**config.mk**
```make
export PLATFORM = sky130hd
export DESIGN_NAME = corr_data_rx
export DESIGN_NICKNAME = d
export VERILOG_FILES = /design/src/rtl/corr_data_rx.sv
export SDC_FILE = /design/constraint.sdc
export NUM_CORES = 1
export LEC_CHECK = 0
export CAP_MARGIN = 20
export CORE_MARGIN = 2
export CORE_UTILIZATION = 25
export DETAILED_ROUTE_END_ITERATION = 8
export GPL_TIMING_DRIVEN = 0
export PLACE_DENSITY = 0.4
export SETUP_SLACK_MARGIN = 0.2
export SLEW_MARGIN = 25
export SYNTH_ARGS = -nofsm -noshare
export SYNTH_HDL_FRONTEND = slang
export SYNTH_SLANG_ARGS = --single-unit
```
**constraint.sdc**
```tcl
create_clock -name clki -period 3.4 [get_ports clki]
set_input_delay 0.68 -clock clki [delete_from_list [all_inputs] [get_ports clki]]
set_output_delay 0.68 -clock clki [all_outputs]
set_load 0.01 [all_outputs]
```
**src/rtl/corr_data_rx.sv**
```systemverilog
// corr_data_rx: drives the divided serial clock, captures LSB-first words from corr_sdi and acknowledges each word
module corr_data_rx #(
  parameter int M          = 166667,
  parameter int DATA_LENG  = 32,
  parameter int DATA_TIMES = 2
) (
  input  logic        clki,
  input  logic        rst_n,
  input  logic        start,
  input  logic        corr_sdi,
  output logic        corr_sclk,
  output logic        rx_ack,
  output logic [31:0] word_out,
  output logic        word_valid,
  output logic [11:0] frame_cnt,
  output logic        busy,
  output logic        done
);
  localparam int HALF = (M / 2 < 1) ? 1 : M / 2;
  localparam int CW = (HALF > 1) ? $clog2(HALF) : 1;
  localparam logic [CW-1:0] CNT_MAX = CW'(HALF - 1);
  localparam logic [5:0] LAST_BIT = 6'(DATA_LENG - 1);
  localparam logic [11:0] TIMES = 12'(DATA_TIMES);
  typedef enum logic [2:0] {IDLE, SYNC, SHIFT, WORD, ACK} state_t;
  state_t state, state_nx;
  logic sdi_m, sdi_s, tc, rise_tick, last_bit, last_word, finish;
  logic [CW-1:0] cnt;
  logic [5:0] bit_cnt;
  logic [DATA_LENG-1:0] sr, sr_nx;
  assign tc = busy && cnt == CNT_MAX;
  assign rise_tick = tc && !corr_sclk;
  assign last_bit = bit_cnt == LAST_BIT;
  assign last_word = frame_cnt == TIMES;
  assign finish = state == WORD && last_word;
  assign sr_nx = (sr >> 1) | (DATA_LENG'(sdi_s) << (DATA_LENG - 1));
  always_ff @(posedge clki or negedge rst_n)
    if (!rst_n) state <= IDLE;
    else state <= state_nx;
  // the completion step folds into WORD so start is accepted right after done rises
  always_comb begin
    state_nx = state;
    case (state)
      IDLE:    state_nx = start ? SYNC : IDLE;
      SYNC:    state_nx = rise_tick ? SHIFT : SYNC;
      SHIFT:   state_nx = (rise_tick && last_bit) ? WORD : SHIFT;
      WORD:    state_nx = last_word ? IDLE : ACK;
      ACK:     state_nx = rise_tick ? SHIFT : ACK;
      default: state_nx = IDLE;
    endcase
  end
  always_ff @(posedge clki or negedge rst_n)
    if (!rst_n) begin
      sdi_m      <= 1'b0;
      sdi_s      <= 1'b0;
      cnt        <= '0;
      corr_sclk  <= 1'b0;
      rx_ack     <= 1'b0;
      word_out   <= '0;
      word_valid <= 1'b0;
      frame_cnt  <= '0;
      busy       <= 1'b0;
      done       <= 1'b0;
      bit_cnt    <= '0;
      sr         <= '0;
    end else begin
      sdi_m      <= corr_sdi;
      sdi_s      <= sdi_m;
      word_valid <= 1'b0;
      cnt        <= (!busy || finish || tc) ? '0 : cnt + CW'(1);
      corr_sclk  <= (!busy || finish) ? 1'b0 : corr_sclk ^ tc;
      if (state == IDLE && start) begin
        busy      <= 1'b1;
        done      <= 1'b0;
        frame_cnt <= '0;
      end
      if (finish) begin
        busy <= 1'b0;
        done <= 1'b1;
      end
      if ((state == SYNC || state == ACK) && rise_tick) bit_cnt <= '0;
      // ack drops on the first SHIFT cycle, after the discarded restart tick
      if (state == SHIFT) rx_ack <= 1'b0;
      if (state == SHIFT && rise_tick) begin
        sr      <= sr_nx;
        bit_cnt <= bit_cnt + 6'd1;
        if (last_bit) begin
          word_out   <= 32'(sr_nx);
          word_valid <= 1'b1;
          frame_cnt  <= frame_cnt + 12'd1;
          rx_ack     <= frame_cnt + 12'd1 != TIMES;
        end
      end
    end
endmodule

```
# --- After elaboration in Yosys (flattened, before gate mapping) ---
# Index checks and enable logic that the tools add are counted.
word_totals:
  regBits: 109
  wordCells: 64
  input_bits: 4
op_classes:
  reduce_logical: 16
  addsub: 3
  eq_ne: 8
  n_bitwise: 2
  muxes: 22
ops:
  columns: ["operator", "count"]
  rows:
  - ["12-bit 2-to-1 mux", 3]
  - ["31-bit by 32-bit OR with 32-bit output", 1]
  - ["17-bit by 1-bit adder with 17-bit output, second input constant", 1]
  - ["17-bit equality test, second input constant", 1]
  - ["17-bit 2-to-1 mux", 1]
  - ["3-bit case mux with 5 select lines", 1]
  - ["12-bit by 1-bit adder with 12-bit output, second input constant", 1]
  - ["12-bit by 2-bit equality test with 1-bit output, second input constant", 1]
  - ["1-bit 2-to-1 mux", 12]
  - ["6-bit 2-to-1 mux", 2]
  - ["12-bit by 2-bit inequality test with 1-bit output, second input constant", 1]
  - ["1-bit logical AND", 7]
  - ["6-bit by 1-bit adder with 6-bit output, second input constant", 1]
  - ["3-bit by 2-bit equality test with 1-bit output, second input constant", 2]
  - ["6-bit by 5-bit equality test with 1-bit output, second input constant", 1]
  - ["3-bit 2-to-1 mux", 2]
  - ["2-bit nonzero test", 2]
  - ["3-bit by 1-bit equality test with 1-bit output, second input constant", 1]
  - ["3-bit equality test, second input constant", 1]
  - ["3-bit logical NOT", 1]
  - ["1-bit logical OR", 3]
  - ["1-bit logical NOT", 2]
  - ["2-bit 2-to-1 mux", 1]
  - ["2-bit AND reduction", 1]
  - ["1-bit bitwise XOR", 1]

# --- Logic depth before layout (Yosys ltp) ---
# Gate-level depths: netlist of the first run.
depth:
  ltp_word: 6
  mapped_depth: 15
  depth_no_buf: 12

# --- Least setup slack after synthesis of the first run ---
# Ideal clock, no wire load.
synth_timing:
  kind: "reg-to-reg"
  from: "register cnt[0]"
  to: "register frame_cnt[10]"
  period_less_slack_ns: 2.680
  setup_ns: 0.131
  arrival_ns: 2.549
  n_path_buf: 3
  path_slack_ns: 0.720
  path_stages_with_launch: 16
  path_cell_list: "dfrtp_1 inv_1 ha_1 nor4bb_1 nand3_1 nor4_1 ha_1 nand4bb_1 buf_2 or3_1 buf_2 clkinv_2 nor2_1 buf_6 o21ai_1 o31ai_1"
synth_between:
  elab_chain_cells: 5
synth_lines:
  columns: ["item", "line_no", "rtl"]
  rows:
  - ["start, declared", "27", "logic [CW-1:0] cnt;"]
  - ["start signal, assigned", "69", "cnt <= (!busy || finish || tc) ? '0 : cnt + CW'(1);"]
  - ["17-bit equality test", "30", "assign tc = busy && cnt == CNT_MAX;"]
  - ["1-bit logical AND", "30", null]
  - ["1-bit logical AND", "31", "assign rise_tick = tc && !corr_sclk;"]
  - ["1-bit logical AND", "83", "if (state == SHIFT && rise_tick) begin"]
  - ["12-bit 2-to-1 mux", "83", null]
  - ["end signal, assigned", "89", "frame_cnt <= frame_cnt + 12'd1;"]
  - ["end, declared", "15", "output logic [11:0] frame_cnt,"]
# Every way passes these cells.
# A chain may end at the register's enable or synchronous reset.

# --- Final worst setup path of the first run ---
layout_timing:
  from: "register cnt[0]"
  to: "register frame_cnt[7]"
# The elaborated chain is that of the path after synthesis.

==> metrics.md, run 1 <==
| Metric | Value |
|---|---|
| Drt pass-1 iters | `4` |
| Leading cell type in the layout, fill and taps excluded | `nand2_1` |
| Worst-path fanout max | `9` |
| CTS sink count | `roughly 110` |
| Overflow after GRT | `0` |
| Final ANT Viol Nets | `0` |
| Die area | `20200 µm²` |
| Die Height | `about 140 µm` |
| Initial Util | `about a quarter` |
| GPL Wtd Cong | `around 0.76` |
| Area of the multi-input gates | `1930 µm²` |
| Fin. Hold Viols | `0` |
| Num ports | `53` |
| Global-route wire length before repair | `approximately 18000 µm` |
| Syn nets | `542` |
| Most frequent cells in the layout | `nand2_1, dfrtp_1, clkdlybuf4s50_1, nor2_1, o21ai_0` |
| Pre-CTS WS | `roughly 72 ps` |
| Post-DP HPWL | `7500 µm` |
| Mean Syn Cell Area | `approximately 9.0 µm²` |
| Final WL | `between 10000 and 15000 µm` |
| Seq/Total Area, Yosys | `approximately 57%` |
| Worst Hold Class | `input pin to asynchronous set/reset pin` |
| PwrDens | `between 400 and 500 nW/µm²` |
| Setup ws final | `around 420 ps` |
| GRT Total Usage | `a little under an eighth` |
| Global route hottest layer | `met2` |
| Core area | `around 19000 µm²` |
| CTS tree | `done` |
| Critical Path AT | `3210 ps` |
| Period minus WS final | `slightly below 3000 ps` |
| CP endpoint kind | `register` |
| Fmax | `about 340 MHz` |
| Post-Synthesis Cells | `531` |
| Synth Flop Type | `dfrtp_1` |
| EDFF count, synth | `0` |
| Fin Clk Skew | `7.23 ps` |
| FF+latch count, synth | `108` |
| Row Count | `50` |
| Worst Path Required | `about 3600 ps` |
| Worst hold slack | `261 ps` |
| Layout cell share with drive strength beyond 1 | `between 7 and 8%` |
| Tightest Pin Transition | `between 900 and 1000 ps` |
| Met2 usage | `between 10% and 20%` |
| Ys async rst share | `100%` |
| Max Transition Viols Final | `0` |
| Port Buffers | `52` |
| Clock transition at path regs | `around 70 ps` |
| Yosys warnings | `0` |
| CP startpoint kind | `register` |
| Via count | `~3.7k` |
| Largest net degree at the start of global routing | `64` |
| RSZ-0062 raised after global routing | `true` |
| GRT met1 Usage | `between 10% and 20%` |
| WL/cell | `roughly 13 µm` |
| Placement Cell Area | `5610 µm²` |
| Outcome | `completed` |
| Critical setup path kind | `register to register` |
| Fin util | `approximately a third` |
| Post-route DRC violation count | `0` |
| Total clock buffers created by CTS | `9` |
| H-tree depth | `3` |
| Lkg Pwr | `about 0.0029 µW` |
| CTS max path bufs | `2` |
| Initial antenna violation count | `0` |
| Max-cap violations | `0` |
| Layout Cells excl Fill | `roughly 840` |
| Top cell type's share of synthesized area | `56.6%` |
| Initial DRC count | `between 200 and 250` |
| Nets | `613` |
| Peak VDD IR | `around 0.25 mV` |
| Final setup fails | `0` |
| CTS Hold Bufs | `0` |
| DR vias/cell | `~4.4` |
| Clk_lat worst skew | `about 350 ps` |
| Design area | `roughly 6000 µm²` |
| Synthesis-to-layout area growth | `26.4%` |
| Grt met3 use | `under 10%` |
| Vias in the first global route | `roughly 3.6k` |
| Fillers | `between 1.5k and 2k` |
| Clk root buf | `clkbuf_16` |
| Die W | `about 140 µm` |
| Reg area | `between 2000 and 3000 µm²` |
| Final Cycle Share | `~90%` |
| Mapped Area | `between 4000 and 5000 µm²` |
| Netlist cell types | `44` |
| Synth top area cells | `dfrtp_1, nand2_1, nor2_1` |
| Number of antenna diodes | `0` |
| Rel. slew slack | `37.6%` |
| Synth area leader | `dfrtp_1` |
| Dpl cells | `818` |
-- power by group --
part | total (µW) | internal (µW) | switching (µW)
sequential | 1290 | 1280 | 0.589
combinational | 32.7 | 6.66 | 26.0
clock | 1130 | 648 | 486
-- worst paths after layout --
check,startpoint,to,slack [ps],cells after the start
worst min-delay path,rst_n,word_out[26],260,1
worst max register to register,cnt[0],frame_cnt[7],420,15
worst min register to register,sdi_m,sdi_s,360,0
min in group clki,sdi_m,sdi_s,360,0
max in group asynchronous,rst_n,frame_cnt[9],2480,2
worst max-delay path,cnt[0],frame_cnt[7],420,15
-- registers in the layout, summed over array words and instances (netlist names) --
signal / flops
word_out: 32
sr: 31
cnt: 17
frame_cnt: 12
bit_cnt: 6
state: 3
busy: 1
corr_sclk: 1
done: 1
rx_ack: 1
sdi_m: 1
sdi_s: 1
word_valid: 1
-- layout make-up --
class / instances / share of cell area, %
Buffer: 28 / 2.51
Clock buffer: 10 / 3.80
Clock inverter: 6 / 1.45
Inverter: 10 / 0.643
Multi-Input combinational cell: 385 / 32.0
Sequential cell: 108 / 44.8
Tap cell: 234 / 4.85
Timing Repair Buffer: 60 / 9.94
-- metal layers --
metal,wire [µm],vias to the layer above
met5,0,-
met4,170,0
met3,348,10
met2,4890,51
met1,5700,1741
li1,-,1872
-- critical path: stages (launching register included) --
cell and delay (ps):
dfrtp_2 440, inv_1 70, ha_1 140, nor4bb_4 200, nand3_2 120, nor4_4 190
ha_2 280, nand4bb_1 110, clkbuf_4 200, or3_1 340, buf_2 150, clkinv_2 110
nor2_2 80, buf_2 210, o21ai_1 130, o21ai_1 70
-- timing repair --
item,4_1_cts,5_1_grt
endpoints found under the setup margin,52,69
buffers inserted,0,6
gates resized for setup,2,8
cloned,0,1
pin swaps,1,1
-- metrics by stage --
stage / power (µW) / TNS, ps
floorplan: 1310 / 0
global placement: 1340 / -300350
detailed placement: 1350 / 0
CTS: 2500 / 0
global route: 2560 / 0
finish: 2450 / 0
-- synth_stat cells (all sizes together), types with 3 or more instances --
| library cell | number |
|---|---|
| nand2 | 212 |
| dfrtp | 108 |
| nor2 | 36 |
| o21ai | 29 |
| buf | 16 |
| nand3 | 15 |
| xor2 | 14 |
| clkbuf | 12 |
| nand4 | 10 |
| inv | 9 |
| ha | 7 |
| xnor2 | 7 |
| nor4 | 5 |
| o31ai | 5 |
| a21oi | 4 |
| and3 | 4 |
| a31oi | 3 |
| and2 | 3 |
| nor4b | 3 |
-- cells by family after synthesis --
logic type / after synthesis / synth area share [%]
AND/OR/NAND/NOR: 304 / 27.1
flip-flops: 108 / 56.6
AO/OA/AOI/OAI: 53 / 6.66
buffers and inverters: 38 / 3.93
XOR/XNOR: 21 / 3.85
adder cells (fa/ha/maj): 7 / 1.84
No activity file was read; power rests on OpenSTA's default activity.
==> run 2, diff against run 1 <==
--- a/config.mk
+++ b/config.mk
@@ -10,7 +10,7 @@
 export CORE_UTILIZATION = 25
 export DETAILED_ROUTE_END_ITERATION = 8
 export GPL_TIMING_DRIVEN = 0
-export PLACE_DENSITY = 0.4
+export PLACE_DENSITY = 0.41
 export SETUP_SLACK_MARGIN = 0.2
 export SLEW_MARGIN = 25
 export SYNTH_ARGS = -nofsm -noshare
==> constraint.sdc (replaced) <==
create_clock -name clki -period 2.7 [get_ports clki]
set_input_delay 0.54 -clock clki [delete_from_list [all_inputs] [get_ports clki]]
set_output_delay 0.54 -clock clki [all_outputs]
set_load 0.01 [all_outputs]
==> metrics.md, run 2 (synthesis results as in run 1) <==
| Metric | Value |
|---|---|
| Die area | `20200 µm²` |
| Overflow after GRT | `0` |
| Die W | `between 100 and 150 µm` |
| H-tree depth | `3` |
| CTS sink count | `between 100 and 150` |
| Initial antenna violation count | `0` |
| Largest registers | `word_out x32, sr x31, cnt x17` |
| Final setup fails | `18` |
| Number of antenna diodes | `0` |
| Largest register by flop count | `word_out` |
| Layout cell share with drive strength beyond 1 | `a little over an eighth` |
| Fin Clk Skew | `20.2 ps` |
| CTS Hold Bufs | `0` |
| Fmax | `362 MHz` |
| Worst Hold Class | `input pin to asynchronous set/reset pin` |
| Largest net degree at the start of global routing | `64` |
| Worst hold slack | `169 ps` |
| Max reg flops | `32` |
| Leading cell type in the layout, fill and taps excluded | `nand2_1` |
| Pre-CTS WS | `-382 ps` |
| Rel. slew slack | `between 40% and 50%` |
| Setup ws final | `-62.8 ps` |
| CTS max path bufs | `2` |
| CP Cell Sequence | `nor4b_1 > nand3_2 > nor4_4 > ha_2 > nand4bb_1 > buf_6 > or3_4 > buf_6 > clkinv_8 > nor2_4 > buf_6 > o21ai_2 > o21ai_1` |
| R2R depth | `13` |
| GRT Total Usage | `between 10% and 20%` |
| Initial Util | `about 26%` |
| Total clock buffers created by CTS | `9` |
| Num ports | `53` |
| PwrDens | `496 nW/µm²` |
| Critical Path AT | `around 3000 ps` |
| Most frequent cells in the layout | `nand2_1, dfrtp_1, clkdlybuf4s50_1, nor2_1, buf_6` |
| Setup_tns | `-427 ps` |
| Failing checks | `negative setup slack` |
| Drt pass-1 iters | `4` |
| Post-route DRC violation count | `0` |
| Slowest stage cell on the critical path | `dfrtp_1` |
| Lkg Pwr | `roughly 0.0031 µW` |
| Worst Path Required | `2940 ps` |
| Core area | `around 19000 µm²` |
| CP peak stage delay | `430 ps` |
| Design area | `6460 µm²` |
| Synthesis-to-layout area growth | `35.3%` |
| CP startpoint kind | `register` |
| Global-route wire length before repair | `around 19000 µm` |
| Fin. Hold Viols | `0` |
| Final ANT Viol Nets | `0` |
| CP endpoint kind | `register` |
| Peak VDD IR | `between 0.2 and 0.3 mV` |
| Post-DP HPWL | `around 7400 µm` |
| Tightest Pin Transition | `881 ps` |
| GPL Wtd Cong | `a little under 0.8` |
| Final WL | `11400 µm` |
| Critical setup path kind | `register to register` |
| Reg2reg setup slack | `-60 ps` |
| Worst r2r dst | `frame_cnt[9]` |
| CTS tree | `done` |
| Tot Pwr | `~3200 µW` |
| Max-cap violations | `0` |
| Period minus WS final | `about 2800 ps` |
| Nets | `628` |
| Worst r2r src | `cnt[6]` |
| RSZ-0062 raised after global routing | `true` |
| Outcome | `finished with violations` |
| Row Count | `50` |
| Max Transition Viols Final | `0` |
| Clk_lat worst skew | `360 ps` |
| Initial DRC count | `184` |
| Worst-path fanout max | `5` |
| WL/cell | `around 13 µm` |
| DR vias/cell | `around 4.5` |
| Port Buffers | `52` |
| Crit-path most repeated cell | `buf_6` |
| Placement Cell Area | `5630 µm²` |
| Vias in the first global route | `about 3.8k` |
| Die Height | `142 µm` |
| Final Cycle Share | `102%` |
| Clock transition at path regs | `approximately 80 ps` |
| Via count | `around 3.8k` |
| Clk root buf | `clkbuf_16` |
[run 2: layout make-up]
class                      count  area [µm²]
buffer                        28         231
clock buffer                   9         225
clock inverter                 6         119
fill                        1878       12200
inverter                      10        50.0
multi-input combinational    385        2010
sequential                   108        2700
tap                          234         293
timing repair buffer          75         827
[run 2: metal layers]
metal | GRT usage [%] | part of all wire [%] | wire (µm) | up-vias
met5 | 0 | 0 | 0 | -
met4 | 3.00 | 0.44 | 50 | 0
met3 | 3.97 | 3.3 | 373 | 4
met2 | 18.5 | 47 | 5330 | 53
met1 | 16.4 | 49 | 5630 | 1854
li1 | - | - | - | 1906
[run 2: how the worst max path moves through the flow]
stage / from / endpoint / slack, ps / cells after the start
after floorplan: cnt[0] / frame_cnt[10] / 100 / 15
after global placement: rst_n / frame_cnt[5] / -3320 / 1
after detailed placement: cnt[0] / frame_cnt[10] / -380 / 15
after CTS: cnt[1] / frame_cnt[9] / -110 / 15
after global routing: cnt[6] / frame_cnt[9] / -240 / 13
final: cnt[6] / frame_cnt[9] / -60 / 13
[run 2: critical path: cells and delay by family (launching register included)]
family | cells | cell delay (ps)
AOI/OAI and AO/OA | 2 | 190
adders and majority gates | 1 | 240
buffers and inverters | 4 | 520
DFF | 1 | 430
and+or+nand+nor | 6 | 1270
[run 2: stage by stage]
step                cells  utilization, %
floorplan             531               -
finish                855            34.5
detailed placement    818            30.1
global route          855            34.5
global placement      817            30.0
CTS                   846            33.2
[run 2: power by group]
| group | switching [µW] | internal (µW) | leakage (µW) |
|---|---|---|---|
| Clock | 629 | 915 | 0.000168 |
| Sequential | 0.596 | 1620 | 0.00143 |
| Combinational | 32.5 | 8.34 | 0.00145 |
[run 2: what timing repair did]
item	4_1_cts	5_1_grt
setup buffers	12	4
pin swaps	15	11
gates resized for setup	34	36
cloned	1	5
setup endpoints to repair	82	84
==> run 3, diff against run 2 <==
--- a/config.mk
+++ b/config.mk
@@ -10,9 +10,10 @@
 export CORE_UTILIZATION = 25
 export DETAILED_ROUTE_END_ITERATION = 8
 export GPL_TIMING_DRIVEN = 0
-export PLACE_DENSITY = 0.41
+export PLACE_DENSITY = 0.4
 export SETUP_SLACK_MARGIN = 0.2
 export SLEW_MARGIN = 25
 export SYNTH_ARGS = -nofsm -noshare
 export SYNTH_HDL_FRONTEND = slang
 export SYNTH_SLANG_ARGS = --single-unit
+export TNS_END_PERCENT = 100
==> constraint.sdc (replaced) <==
create_clock -name clki -period 2.6 [get_ports clki]
set_input_delay 0.52 -clock clki [delete_from_list [all_inputs] [get_ports clki]]
set_output_delay 0.52 -clock clki [all_outputs]
set_load 0.01 [all_outputs]
==> metrics.md, run 3 (synthesis results as in run 1) <==
| Metric | Value |
|---|---|
| Crit-path most repeated cell | `buf_6` |
| Fillers | `1882` |
| Total clock buffers created by CTS | `9` |
| Number of antenna diodes | `0` |
| Largest net degree at the start of global routing | `between 60 and 70` |
| Critical Path AT | `2900 ps` |
| DR vias/cell | `~4.5` |
| Port Buffers | `52` |
| Vias in the first global route | `~3.7k` |
| Final WL | `between 10000 and 15000 µm` |
| Switching pwr | `672 µW` |
| Failing checks | `negative setup slack` |
| Initial Util | `25.5%` |
| Most frequent cells in the layout | `nand2_1, dfrtp_1, clkdlybuf4s50_1, nor2_1, buf_6` |
| Clock share of power | `between 40% and 50%` |
| Post-route DRC violation count | `0` |
| CP startpoint kind | `register` |
| Layout Cells excl Fill | `858` |
| Die W | `around 140 µm` |
| Layout cell share with drive strength beyond 1 | `between 10% and 20%` |
| Post-DP HPWL | `roughly 7600 µm` |
| Row Count | `50` |
| Rel. slew slack | `around half` |
| Fmax | `373 MHz` |
| Overflow after GRT | `0` |
| Fin Clk Skew | `about 16 ps` |
| Switching Share | `between 20% and 30%` |
| Max-cap violations | `0` |
| Clk root buf | `clkbuf_16` |
| GRT Total Usage | `12.1%` |
| Die Height | `~140 µm` |
| Placement Cell Area | `5640 µm²` |
| CP endpoint kind | `register` |
| Lkg Pwr | `0.00305 µW` |
| Worst Path Required | `approximately 2800 ps` |
| H-tree depth | `3` |
| Gate power share | `under 10%` |
| Outcome | `finished with violations` |
| Max Transition Viols Final | `0` |
| CTS max path bufs | `2` |
| CTS sink count | `around 110` |
| Dpl cells | `818` |
| Largest register by flop count | `word_out` |
| Max reg flops | `32` |
| Internal power | `2500 µW` |
| Nets | `630` |
| Setup ws final | `-80.0 ps` |
| Final ANT Viol Nets | `0` |
| CP peak stage delay | `380 ps` |
| Critical setup path kind | `register to register` |
| Final setup fails | `23` |
| Synthesis-to-layout area growth | `34.9%` |
| Period minus WS final | `about 2700 ps` |
| Core area | `approximately 19000 µm²` |
| Fin. Hold Viols | `0` |
| CP Cell Sequence | `inv_1 > ha_2 > nor4bb_4 > nand3_2 > nor4_4 > ha_2 > nand4bb_1 > buf_6 > or3_4 > buf_6 > clkinv_8 > nor2_4 > buf_6 > o21ai_2 > o31ai_2` |
| Final Cycle Share | `103%` |
| Via count | `about 3.8k` |
| WL/cell | `13.8 µm` |
| Die area | `a little over 20000 µm²` |
| PwrDens | `between 400 and 500 nW/µm²` |
| Largest registers | `word_out x32, sr x31, cnt x17` |
| Seq pwr share | `about 53%` |
| Num ports | `between 50 and 60` |
| Leading cell type in the layout, fill and taps excluded | `nand2_1` |
| GPL Wtd Cong | `between 0.7 and 0.8` |
| Initial DRC count | `237` |
| Drt pass-1 iters | `4` |
| Peak VDD IR | `0.299 mV` |
| CTS tree | `done` |
| Design area | `roughly 6400 µm²` |
| Tightest Pin Transition | `approximately 760 ps` |
| Global-route wire length before repair | `between 15000 and 20000 µm` |
| Worst-path fanout max | `5` |
| Clock transition at path regs | `~80 ps` |
| RSZ-0062 raised after global routing | `true` |
| Worst Hold Class | `input pin to asynchronous set/reset pin` |
| Slowest stage cell on the critical path | `dfrtp_1` |
| Clk_lat worst skew | `350 ps` |
| Initial antenna violation count | `0` |
run 3: changes by cell type in the layout (fill, tap and decap cells not counted), moves of 3 or more:
cell     before  now
nand2_1     211  203
nand2_2       1    9
buf_6        15   20
buf_2         7    4
buf_4        10   13
buf_8         6    3
o21ai_1       9   12
run 3: final cells by class:
| type | instances | area, µm² | share of cell area (%) |
|---|---|---|---|
| flip-flops and latches | 108 | 2700 | 42.0 |
| multi-input cells | 385 | 2020 | 31.3 |
| repair buffers | 77 | 797 | 12.4 |
| well taps | 234 | 293 | 4.55 |
| plain buffers | 28 | 268 | 4.16 |
| clock buffers | 12 | 256 | 3.98 |
| clock inverters | 4 | 55.1 | 0.855 |
| inverters | 10 | 50.0 | 0.777 |
run 3: final timing paths:
| path | slack [ps] | endpoint | startpoint | depth (start not counted) |
|---|---|---|---|---|
| setup reg to reg | -80 | frame_cnt[2] | cnt[1] | 15 |
| min in group clki | 360 | sdi_s | sdi_m | 0 |
| hold reg to reg | 360 | sdi_s | sdi_m | 0 |
| hold / removal | 100 | frame_cnt[5] | rst_n | 1 |
| setup / recovery | -80 | frame_cnt[2] | cnt[1] | 15 |
| max in group asynchronous | 1820 | cnt[0] | rst_n | 2 |
run 3: metrics by stage:
step                hold slack (ps)  total power, µW  worst slack [ps]  utilization (%)  TNS (ps)
floorplan                       224             1710             -3.25                -     -8.04
finish                          101             3170             -80.0             34.4      -615
global route                    130             3310              -247             34.4     -7490
detailed placement              348             1760              -523             30.1    -32200
CTS                             112             3240              -221             33.5     -7190
global placement                333             1760             -3430             30.0   -403870
run 3: per-layer routing:
metal  GRT usage, %  vias to the layer above  part of all wire, %
li1               -                     1912                    -
met1           16.4                     1873                   49
met2           19.1                       44                   47
met3           3.43                        7                  3.1
met4           3.11                        0                 0.85
met5              0                        -                    0
run 3: power groups by stage:
stage | Sequential, µW | Combinational (µW) | Clock [µW]
6_report | 1680 | 43.9 | 1440
5_1_grt | 1680 | 52.4 | 1580
4_1_cts | 1680 | 48.0 | 1510
3_5_place_dp | 1710 | 47.9 | 0
3_3_place_gp | 1710 | 41.0 | 0
2_1_floorplan | 1710 | 0.262 | 0
run 3: critical path: cells and delay by family (launching register included):
family / cells / cell delay [ps]
buffers and inverters: 5 / 570
AOI/OAI and AO/OA: 2 / 200
and+or+nand+nor: 6 / 990
DFF: 1 / 380
adders and majority gates: 2 / 410
run 3: repair_timing:
action                                  CTS  global route
endpoints found under the setup margin   82            85
cloned                                    2             3
hold buffers                              0             0
gates resized for setup                  50            26
setup buffers                            14             5
pin swaps                                17             8
